==> config.mk <==
export PLATFORM = sky130hd
export DESIGN_NAME = tug_scoreboard
export DESIGN_NICKNAME = d
export VERILOG_FILES = /design/src/rtl/tug_scoreboard.sv
export SDC_FILE = /design/constraint.sdc
export NUM_CORES = 1
export LEC_CHECK = 0
export ABC_AREA = 1
export CORE_ASPECT_RATIO = 0.75
export CORE_MARGIN = 10
export CORE_UTILIZATION = 40
export DETAILED_ROUTE_END_ITERATION = 8
export PLACE_DENSITY = 0.65
export SETUP_SLACK_MARGIN = 0.4
export SLEW_MARGIN = 5
export SYNTH_ARGS = -nofsm -noshare
export SYNTH_HDL_FRONTEND = slang
export SYNTH_SLANG_ARGS = --single-unit
==> constraint.sdc <==
create_clock -name Clock -period 4.56 [get_ports Clock]
set_clock_uncertainty 0.15 [all_clocks]
set_input_delay 1.14 -clock Clock [delete_from_list [all_inputs] [get_ports Clock]]
set_output_delay 1.14 -clock Clock [all_outputs]
set_load 0.05 [all_outputs]
==> src/rtl/tug_scoreboard.sv <==
// Tug-of-war round/match controller: awards points, pauses, restarts rounds, tracks the winner.
// Optional rematch via L&R in OVER when TUG_SCOREBOARD_REMATCH_EN is defined.
module tug_scoreboard #(
  parameter int SCORE_W     = 3,
  parameter int WIN_SCORE   = 7,
  parameter int HOLD_CYCLES = 4
) (
  input  logic               Clock,
  input  logic               Reset,
  input  logic               L,
  input  logic               R,
  input  logic               leftEnd,
  input  logic               rightEnd,
  output logic               next,
  output logic [SCORE_W-1:0] leftScore,
  output logic [SCORE_W-1:0] rightScore,
  output logic               gameOver,
  output logic               leftWon
);

  localparam int HOLD_W = (HOLD_CYCLES < 1) ? 1 : $clog2(HOLD_CYCLES + 1);
  localparam logic [SCORE_W-1:0] WIN  = SCORE_W'(WIN_SCORE);
  localparam logic [HOLD_W-1:0]  HLD0 = HOLD_W'(HOLD_CYCLES - 1);

  typedef enum logic [1:0] {PLAY, HOLD, OVER} state_e;

  state_e             state_q, state_d;
  logic [HOLD_W-1:0]  hold_q, hold_d;
  logic [SCORE_W-1:0] left_q, left_d, right_q, right_d;
  logic               next_q, next_d;
  logic               over_q, over_d;
  logic               won_q, won_d;

  logic               left_pt, right_pt;
  logic [SCORE_W-1:0] left_inc, right_inc;

  assign left_pt   = leftEnd  & L & ~R;
  assign right_pt  = rightEnd & R & ~L;
  assign left_inc  = left_q  + SCORE_W'(1);
  assign right_inc = right_q + SCORE_W'(1);

  always_comb begin
    state_d = state_q;
    hold_d  = hold_q;
    left_d  = left_q;
    right_d = right_q;
    next_d  = 1'b0;
    over_d  = over_q;
    won_d   = won_q;
    unique case (state_q)
      PLAY: begin
        // The cells clear on the edge that ends next, so an end light seen then is stale.
        if (!next_q) begin
          if (left_pt) begin
            left_d = left_inc;
            if (left_inc == WIN) begin
              state_d = OVER;
              over_d  = 1'b1;
              won_d   = 1'b1;
            end else begin
              state_d = HOLD;
              hold_d  = HLD0;
            end
          end else if (right_pt) begin
            right_d = right_inc;
            if (right_inc == WIN) begin
              state_d = OVER;
              over_d  = 1'b1;
              won_d   = 1'b0;
            end else begin
              state_d = HOLD;
              hold_d  = HLD0;
            end
          end
        end
      end
      HOLD: begin
        if (hold_q != '0) begin
          hold_d = hold_q - HOLD_W'(1);
        end else begin
          next_d  = 1'b1;
          state_d = PLAY;
        end
      end
      OVER: begin
`ifdef TUG_SCOREBOARD_REMATCH_EN
        if (L & R) begin
          left_d  = '0;
          right_d = '0;
          over_d  = 1'b0;
          won_d   = 1'b0;
          next_d  = 1'b1;
          state_d = PLAY;
        end
`endif
      end
      default: state_d = PLAY;
    endcase
  end

  always_ff @(posedge Clock) begin
    if (Reset) begin
      state_q <= PLAY;
      hold_q  <= '0;
      left_q  <= '0;
      right_q <= '0;
      next_q  <= 1'b0;
      over_q  <= 1'b0;
      won_q   <= 1'b0;
    end else begin
      state_q <= state_d;
      hold_q  <= hold_d;
      left_q  <= left_d;
      right_q <= right_d;
      next_q  <= next_d;
      over_q  <= over_d;
      won_q   <= won_d;
    end
  end

  assign next       = next_q;
  assign leftScore  = left_q;
  assign rightScore = right_q;
  assign gameOver   = over_q;
  assign leftWon    = won_q;

endmodule

==> results_dict.tcl, run 1 <==
set metrics [dict create \
    core_sq_um 1773 \
    grt.overflow.total 0 \
    grt_pass1_wl_microns 2753 \
    p_leak_nw 0.4487 \
    crit_chain "clkdlybuf4s50_1" \
    wl_microns 1576 \
    synth_area_leader_cell "dfxtp_1" \
    worstHoldStart "gameOver" \
    drc 0 \
    async_flop_share_pct 0 \
    place_hpwl_microns 1247 \
    timing.rr.start "hold_q[0]" \
    worst_setup_path_start_kind "register" \
    path_clk_slew_ps 90 \
    crit_buf_inv 1 \
    antennaDiodeCount 0 \
    syn_nets 117 \
    die_h_microns 57.71 \
    gp_congestion 0.8349 \
    cts_sinks 14 \
    slew_viol_final 0 \
    worstPathRequired_ps 3270 \
    nets 136 \
    die_x_microns 70.28 \
    rsz0062_at_grt "no" \
    synth_area_leaders "dfxtp_1 37%, inv_1 10%, ha_1 9.9%" \
    cts_made_buffers 3 \
    root_buffer "clkbuf_4" \
    synth-edff-count 0 \
    cpLargestDelayFamily "buffers and inverters" \
    final-setup-viol-count 0 \
    viasPerCell 4.586 \
    grt_pass1_vias 613 \
    antenna_found_initial 0 \
    grt_max_degree 10 \
    ys_types 19 \
    vias 665 \
    endpoint_kind "primary output" \
    cts_hold_buf 0 \
    cpPeakStageDelay_ps 840 \
    crit_type "register to primary output" \
    ir_drop_v 0.0002860 \
    cts_tree "yes" \
    maxSlewHeadroom_pct 66.51 \
    crit_slowest_cell "clkdlybuf4s50_1" \
    post_cts_buffers 0 \
    wire_per_inst_microns 10.87 \
    drtPass1Iterations 4 \
    yosysTopAreaCellShare_pct 36.96 \
    rows 13 \
    netlist_top_cells_count "21 x inv_1, 16 x nand2_1, 14 x dfxtp_1, 14 x nor2_1, 10 x a21oi_1" \
    hold_slack_ps 313.5 \
    crit_fanout 4 \
    critPathArrivalTime_ps 1550 \
    yosys_register_bits 14 \
    area_delta_synth_final_pct 26.90 \
    cts_max_path_buffers 2 \
    setup_tns_ps 0 \
    drive_above_1_share_pct 11.38 \
    holdPathStages 2 \
    grt_usage_pct 8.153 \
    syn_avg_cell_area_sq_um 7.221 \
    io_pins 15 \
    syn_inst 105 \
    synth-seq-area-share_pct 36.96 \
    insertion_delay_ps 280 \
    final_util_pct 54.27 \
    htree_levels 1 \
    finalPower_mw 0.3797 \
    pwr_density_cell_nw_per_um2 394.6 \
    placed_cell_area_sq_um 925.9 \
    design_area_sq_um 962.2 \
    numPortBuffers 14 \
    tightest_slew_ps 500.8 \
    finalHoldViolCount 0 \
    yosys_warnings 0 \
    min_path_type "register to register" \
    syn_area_sq_um 758.2 \
    ys.flop_type "dfxtp_1" \
    yosysMostFrequentCell "inv_1" \
    dieArea_sq_um 4055 \
    finalCriticalPeriod_ps 2836 \
    crit_start "next" \
    fmax_mhz 352.6 \
    cts_resized 0 \
    fin_crit_sh_pct 62.20 \
    maxCapViolations 0 \
    reg2regPathDepth 8 \
    drt-initial-drc-count 14 \
    status "completed" \
    initial_core_util_pct 42.77 \
    path_depth 1 \
    final_antenna_net_count 0 \
]
## cell usage in the layout, fill, tap and decap left out, drive strengths merged
cell	synthesis	layout
nor3	2	2
nand2	19	19
o21ai	6	6
clkdlybuf4s50	0	14
clkbuf	0	4
dfxtp	14	14
nand4	2	2
a21oi	10	10
nor2	16	16
inv	23	23
nand3	6	6
ha	6	6
and2	1	1
## stage by stage
| step | instances | setup WS, ps |
|---|---|---|
| CTS | 145 | 1713 |
| finish | 145 | 1724 |
| detailed placement | 141 | 1950 |
| global placement | 141 | 1957 |
| global route | 145 | 1662 |
| floorplan | 105 | 2555 |
## metal layers
layer / wire length, microns / GRT usage [%] / vias up
met5: 0 / 0 / -
met4: 8 / 1.685 / 0
met3: 128 / 5.272 / 2
met2: 640 / 12.40 / 15
met1: 800 / 9.420 / 283
li1: - / - / 365
## final timing paths
| path | end | slack [ps] |
|---|---|---|
| setup / recovery | next | 1720 |
| hold / removal | gameOver | 310 |
| setup reg to reg | hold_q[1] | 2980 |
| hold reg to reg | gameOver | 310 |
## registers in the layout, summed over array words and instances, names as in the netlist
signal / count
hold_q: 3
gameOver: 1
leftScore: 3
leftWon: 1
state_q: 2
rightScore: 3
next: 1
## report_power, final
group          leakage (nW)  total [mW]  switching, mW  internal (mW)
sequential            0.114       0.153         0.0130          0.140
combinational         0.313       0.136         0.0864         0.0498
clock                0.0210      0.0903         0.0417         0.0486
total                 0.449       0.380          0.141          0.239
## final cells by class
| class | count | area [sq um] |
|---|---|---|
| clock buffers | 4 | 36.28 |
| well taps | 22 | 27.53 |
| fillers | 183 | 810.8 |
| flip-flops and latches | 14 | 280.3 |
| multi-input cells | 68 | 391.6 |
| repair buffers | 14 | 140.1 |
| inverters | 23 | 86.33 |
## cell families (layout without fill, tap and decap cells)
group                    Yosys count  in the layout  share of synthesized area, %
AO/OA/AOI/OAI                     16             16                         10.56
adder cells (fa/ha/maj)            6              6                         9.901
buffers and inverters             23             41                         11.39
flip-flops                        14             14                         36.96
AND/OR/NAND/NOR                   46             46                         31.19
Note: power is estimated with default switching activity, not from simulation.
==> run 2: changes to the inputs <==
==> constraint.sdc (replaced) <==
create_clock -name Clock -period 2.9 [get_ports Clock]
set_clock_uncertainty 0.15 [all_clocks]
set_input_delay 0.725 -clock Clock [delete_from_list [all_inputs] [get_ports Clock]]
set_output_delay 0.725 -clock Clock [all_outputs]
set_load 0.05 [all_outputs]
==> results_dict.tcl, run 2 (synthesized netlist as in run 1, its figures left out) <==
set metrics [dict create \
    wl_microns 1573 \
    endpoint_kind "primary output" \
    finalHoldViolCount 0 \
    min_path_type "register to register" \
    drive_above_1_share_pct 10.66 \
    cts_tree "yes" \
    final_antenna_net_count 0 \
    drc 0 \
    final_cell_mix "21 x inv_1, 16 x nand2_1, 14 x nor2_1, 14 x dfxtp_1, 14 x clkdlybuf4s50_1" \
    numPortBuffers 14 \
    grt.overflow.total 0 \
    htree_levels 1 \
    worstHoldStart "gameOver" \
    die_x_microns 70.28 \
    design_area_sq_um 948.4 \
    core_sq_um 1773 \
    path_depth 1 \
    rows 13 \
    crit_chain "clkdlybuf4s50_1" \
    maxCapViolations 0 \
    slew_viol_final 0 \
    cpPeakStageDelay_ps 840 \
    holdPathStages 2 \
    crit_fanout 4 \
    grt_pass1_vias 623 \
    grt_max_degree 10 \
    drt-initial-drc-count 20 \
    critPathArrivalTime_ps 1540 \
    antennaDiodeCount 0 \
    mostFrequentLayoutCell "inv_1" \
    fmax_mhz 414.3 \
    crit_buf_inv 1 \
    maxSlewHeadroom_pct 66.00 \
    dieArea_sq_um 4055 \
    placed_cell_area_sq_um 925.9 \
    worstPathRequired_ps 2030 \
    setup_ws_ps 486.4 \
    crit_start "next" \
    cts_max_path_buffers 2 \
    root_buffer "clkbuf_4" \
    grt_usage_pct 8.167 \
    drtPass1Iterations 4 \
    crit_slowest_cell "clkdlybuf4s50_1" \
    viasPerCell 4.625 \
    wire_per_inst_microns 10.92 \
    routed.top_layer "met4" \
    cts_hold_buf 0 \
    vias 666 \
    area_delta_synth_final_pct 25.08 \
    fin_crit_sh_pct 83.23 \
    wl_met1_microns 802 \
    gp_congestion 0.8348 \
    worst_setup_path_start_kind "register" \
    path_clk_slew_ps 80 \
    pwr_density_cell_nw_per_um2 593.5 \
    rsz0062_at_grt "no" \
    ir_drop_v 0.0003169 \
    timing.rr.start "hold_q[0]" \
    nets 136 \
    insertion_delay_ps 270 \
    initial_core_util_pct 42.77 \
    cts_made_buffers 3 \
    crit_type "register to primary output" \
    setup_tns_ps 0 \
    status "completed" \
    final-setup-viol-count 0 \
    antenna_found_initial 0 \
    place_hpwl_microns 1249 \
    post_cts_buffers 0 \
    finalCriticalPeriod_ps 2414 \
    routed-wl-met3_microns 109 \
    wl_met2_microns 652 \
    tightest_slew_ps 508.4 \
    reg2regPathDepth 8 \
    cpLargestDelayFamily "buffers and inverters" \
    cts_sinks 14 \
    pre_cts_ws_ps 715.1 \
    p_leak_nw 0.4415 \
    hold_slack_ps 318.4 \
    die_h_microns 57.71 \
    grt_pass1_wl_microns 2718 \
    io_pins 15 \
    cts_resized 0 \
]
[run 2: worst reg2reg max path: cells and delay by family, from the launching register on]
| family | cells | cell delay [ps] |
|---|---|---|
| AOI/OAI and AO/OA | 1 | 280 |
| DFF | 1 | 310 |
| adders and majority gates | 2 | 400 |
| buffers and inverters | 2 | 80 |
| and+or+nand+nor | 3 | 290 |
[run 2: metrics by stage]
step | utilization [%] | total power [mW] | instances
floorplan | - | 0.4081 | 105
global route | 53.49 | 0.6115 | 144
detailed placement | 52.22 | 0.4613 | 141
global placement | 52.22 | 0.4562 | 141
finish | 53.49 | 0.5629 | 144
CTS | 53.49 | 0.5687 | 144
[run 2: layout make-up]
class / instances / area [sq um]
multi-input combinational: 68 / 391.6
fill: 183 / 824.5
timing repair buffer: 14 / 140.1
clock buffer: 3 / 22.52
inverter: 23 / 86.33
tap: 22 / 27.53
sequential: 14 / 280.3
[run 2: layer usage]
metal | global-route usage [%] | vias to the layer above
met5 | 0 | -
met4 | 2.528 | 0
met3 | 4.762 | 2
met2 | 12.66 | 13
met1 | 9.273 | 288
li1 | - | 363
[run 2: where the power goes]
part / switching, mW / internal (mW)
registers: 0.0199 / 0.220
clock network: 0.0594 / 0.0481
logic: 0.137 / 0.0786
total: 0.216 / 0.347
[run 2: final timing paths]
| check | endpoint | slack [ps] |
|---|---|---|
| min reg2reg | gameOver | 320 |
| max reg2reg | hold_q[1] | 1320 |
| max | next | 490 |
| min | gameOver | 320 |
==> run 3: changes to the inputs <==
==> constraint.sdc (replaced) <==
create_clock -name Clock -period 2.5 [get_ports Clock]
set_clock_uncertainty 0.15 [all_clocks]
set_input_delay 0.625 -clock Clock [delete_from_list [all_inputs] [get_ports Clock]]
set_output_delay 0.625 -clock Clock [all_outputs]
set_load 0.05 [all_outputs]
==> results_dict.tcl, run 3 (synthesized netlist as in run 1, its figures left out) <==
set metrics [dict create \
    status "completed" \
    io_pins 15 \
    power.switching_mw 0.2612 \
    p_int_mw 0.4295 \
    fmax_mhz 494.9 \
    power_frac_clock_pct 23.8 \
    final_util_pct 53.71 \
    grt.overflow.total 0 \
    die_h_microns 57.71 \
    cts_hold_buf 0 \
    drc 0 \
    ir_drop_v 0.0003494 \
    fin_crit_sh_pct 80.82 \
    core_sq_um 1773 \
    die_x_microns 70.28 \
    area_delta_synth_final_pct 25.58 \
    cts_sinks 14 \
    numPortBuffers 14 \
    crit_type "register to primary output" \
    cpPeakStageDelay_ps 560 \
    antenna_found_initial 0 \
    final-setup-viol-count 0 \
    pwr_density_cell_nw_per_um2 725.5 \
    cpLargestDelayFamily "buffers and inverters" \
    slew_viol_final 0 \
    htree_levels 1 \
    initial_core_util_pct 42.77 \
    finalHoldViolCount 0 \
    setup_tns_ps 0 \
    p_seq_share_pct 40.4 \
    mostFrequentLayoutCell "inv_1" \
    wl_microns 1668 \
    crit_fanout 5 \
    worst_setup_path_start_kind "register" \
    grt_usage_pct 8.467 \
    grt_pass1_wl_microns 2856 \
    power_frac_comb_pct 35.8 \
    crit_buf_inv 1 \
    switching_share_pct 37.82 \
    viasPerCell 4.648 \
    cts_tree "yes" \
    antennaDiodeCount 0 \
    worstPathRequired_ps 1730 \
    final_antenna_net_count 0 \
    grt_pass1_vias 648 \
    hold_slack_ps 317.7 \
    rows 13 \
    vias 674 \
    p_leak_nw 0.4864 \
    critPathArrivalTime_ps 1250 \
    path_clk_slew_ps 90 \
    gp_congestion 0.8346 \
    crit_chain "dlygate4sd2_1" \
    root_buffer "clkbuf_4" \
    cts_made_buffers 3 \
    grt_max_degree 10 \
    maxSlewHeadroom_pct 66.62 \
    place_hpwl_microns 1301 \
    endpoint_kind "primary output" \
    drtPass1Iterations 4 \
    insertion_delay_ps 280 \
    drive_above_1_share_pct 11.38 \
    crit_slowest_cell "dlygate4sd2_1" \
    min_path_type "register to register" \
    finalCriticalPeriod_ps 2020 \
    dieArea_sq_um 4055 \
    maxCapViolations 0 \
    final_cell_mix "21 x inv_1, 16 x nand2_1, 14 x nor2_1, 14 x dfxtp_1, 10 x a21oi_1" \
    cts_max_path_buffers 2 \
    drt-initial-drc-count 9 \
    wire_per_inst_microns 11.50 \
    tightest_slew_ps 502.7 \
    nets 136 \
    rsz0062_at_grt "no" \
]
==> run 3: power groups by stage <==
| stage | combinational, mW | clock [mW] | sequential [mW] |
|---|---|---|---|
| floorplan | 0.163 | 0 | 0.310 |
| global placement | 0.246 | 0 | 0.284 |
| detailed placement | 0.251 | 0 | 0.284 |
| CTS | 0.251 | 0.170 | 0.279 |
| global route | 0.284 | 0.182 | 0.284 |
| finish | 0.247 | 0.165 | 0.279 |
==> run 3: final timing paths <==
check / start / to / slack (ps) / cells after the start
max reg2reg: hold_q[0] / hold_q[2] / 880 / 8
max: rightScore[0] / rightScore[0] / 480 / 1
min reg2reg: gameOver / gameOver / 320 / 2
min: gameOver / gameOver / 320 / 2
==> run 3: worst min-delay path, stage by stage, from the launching register on <==
cell	delay [ps]
dfxtp_1	320
inv_1	50
a21oi_1	60
==> run 3: area by class of cell <==
type	instances	area, sq um
multi-input cells	68	391.6
flip-flops and latches	14	280.3
well taps	22	27.53
repair buffers	14	130.1
inverters	23	86.33
fillers	187	820.8
clock buffers	4	36.28
==> run 3: metal layers <==
metal / vias up / part of all wire [%] / global-route usage (%)
met5: - / 0 / 0
met4: 0 / 0.48 / 2.528
met3: 2 / 5.9 / 4.252
met2: 11 / 44 / 14.07
met1: 299 / 50 / 9.324
li1: 362 / - / -
==> run 3: timing repair <==
item / CTS / global route
gates cloned: 0 / 0
endpoints found under the setup margin: 9 / 1
pin swaps: 0 / 0
buffers inserted: 0 / 0
resized for setup: 9 / 1
==> run 3: per-stage QoR <==
step / setup slack (ps) / power [mW] / area, sq um / cells
after floorplan: 766.7 / 0.4733 / 758.2 / 105
after global placement: 411.5 / 0.5293 / 925.9 / 141
after detailed placement: 404.4 / 0.5353 / 925.9 / 141
after CTS: 443.0 / 0.6997 / 950.9 / 145
after global routing: 417.7 / 0.7502 / 952.2 / 145
final: 479.5 / 0.6908 / 952.2 / 145
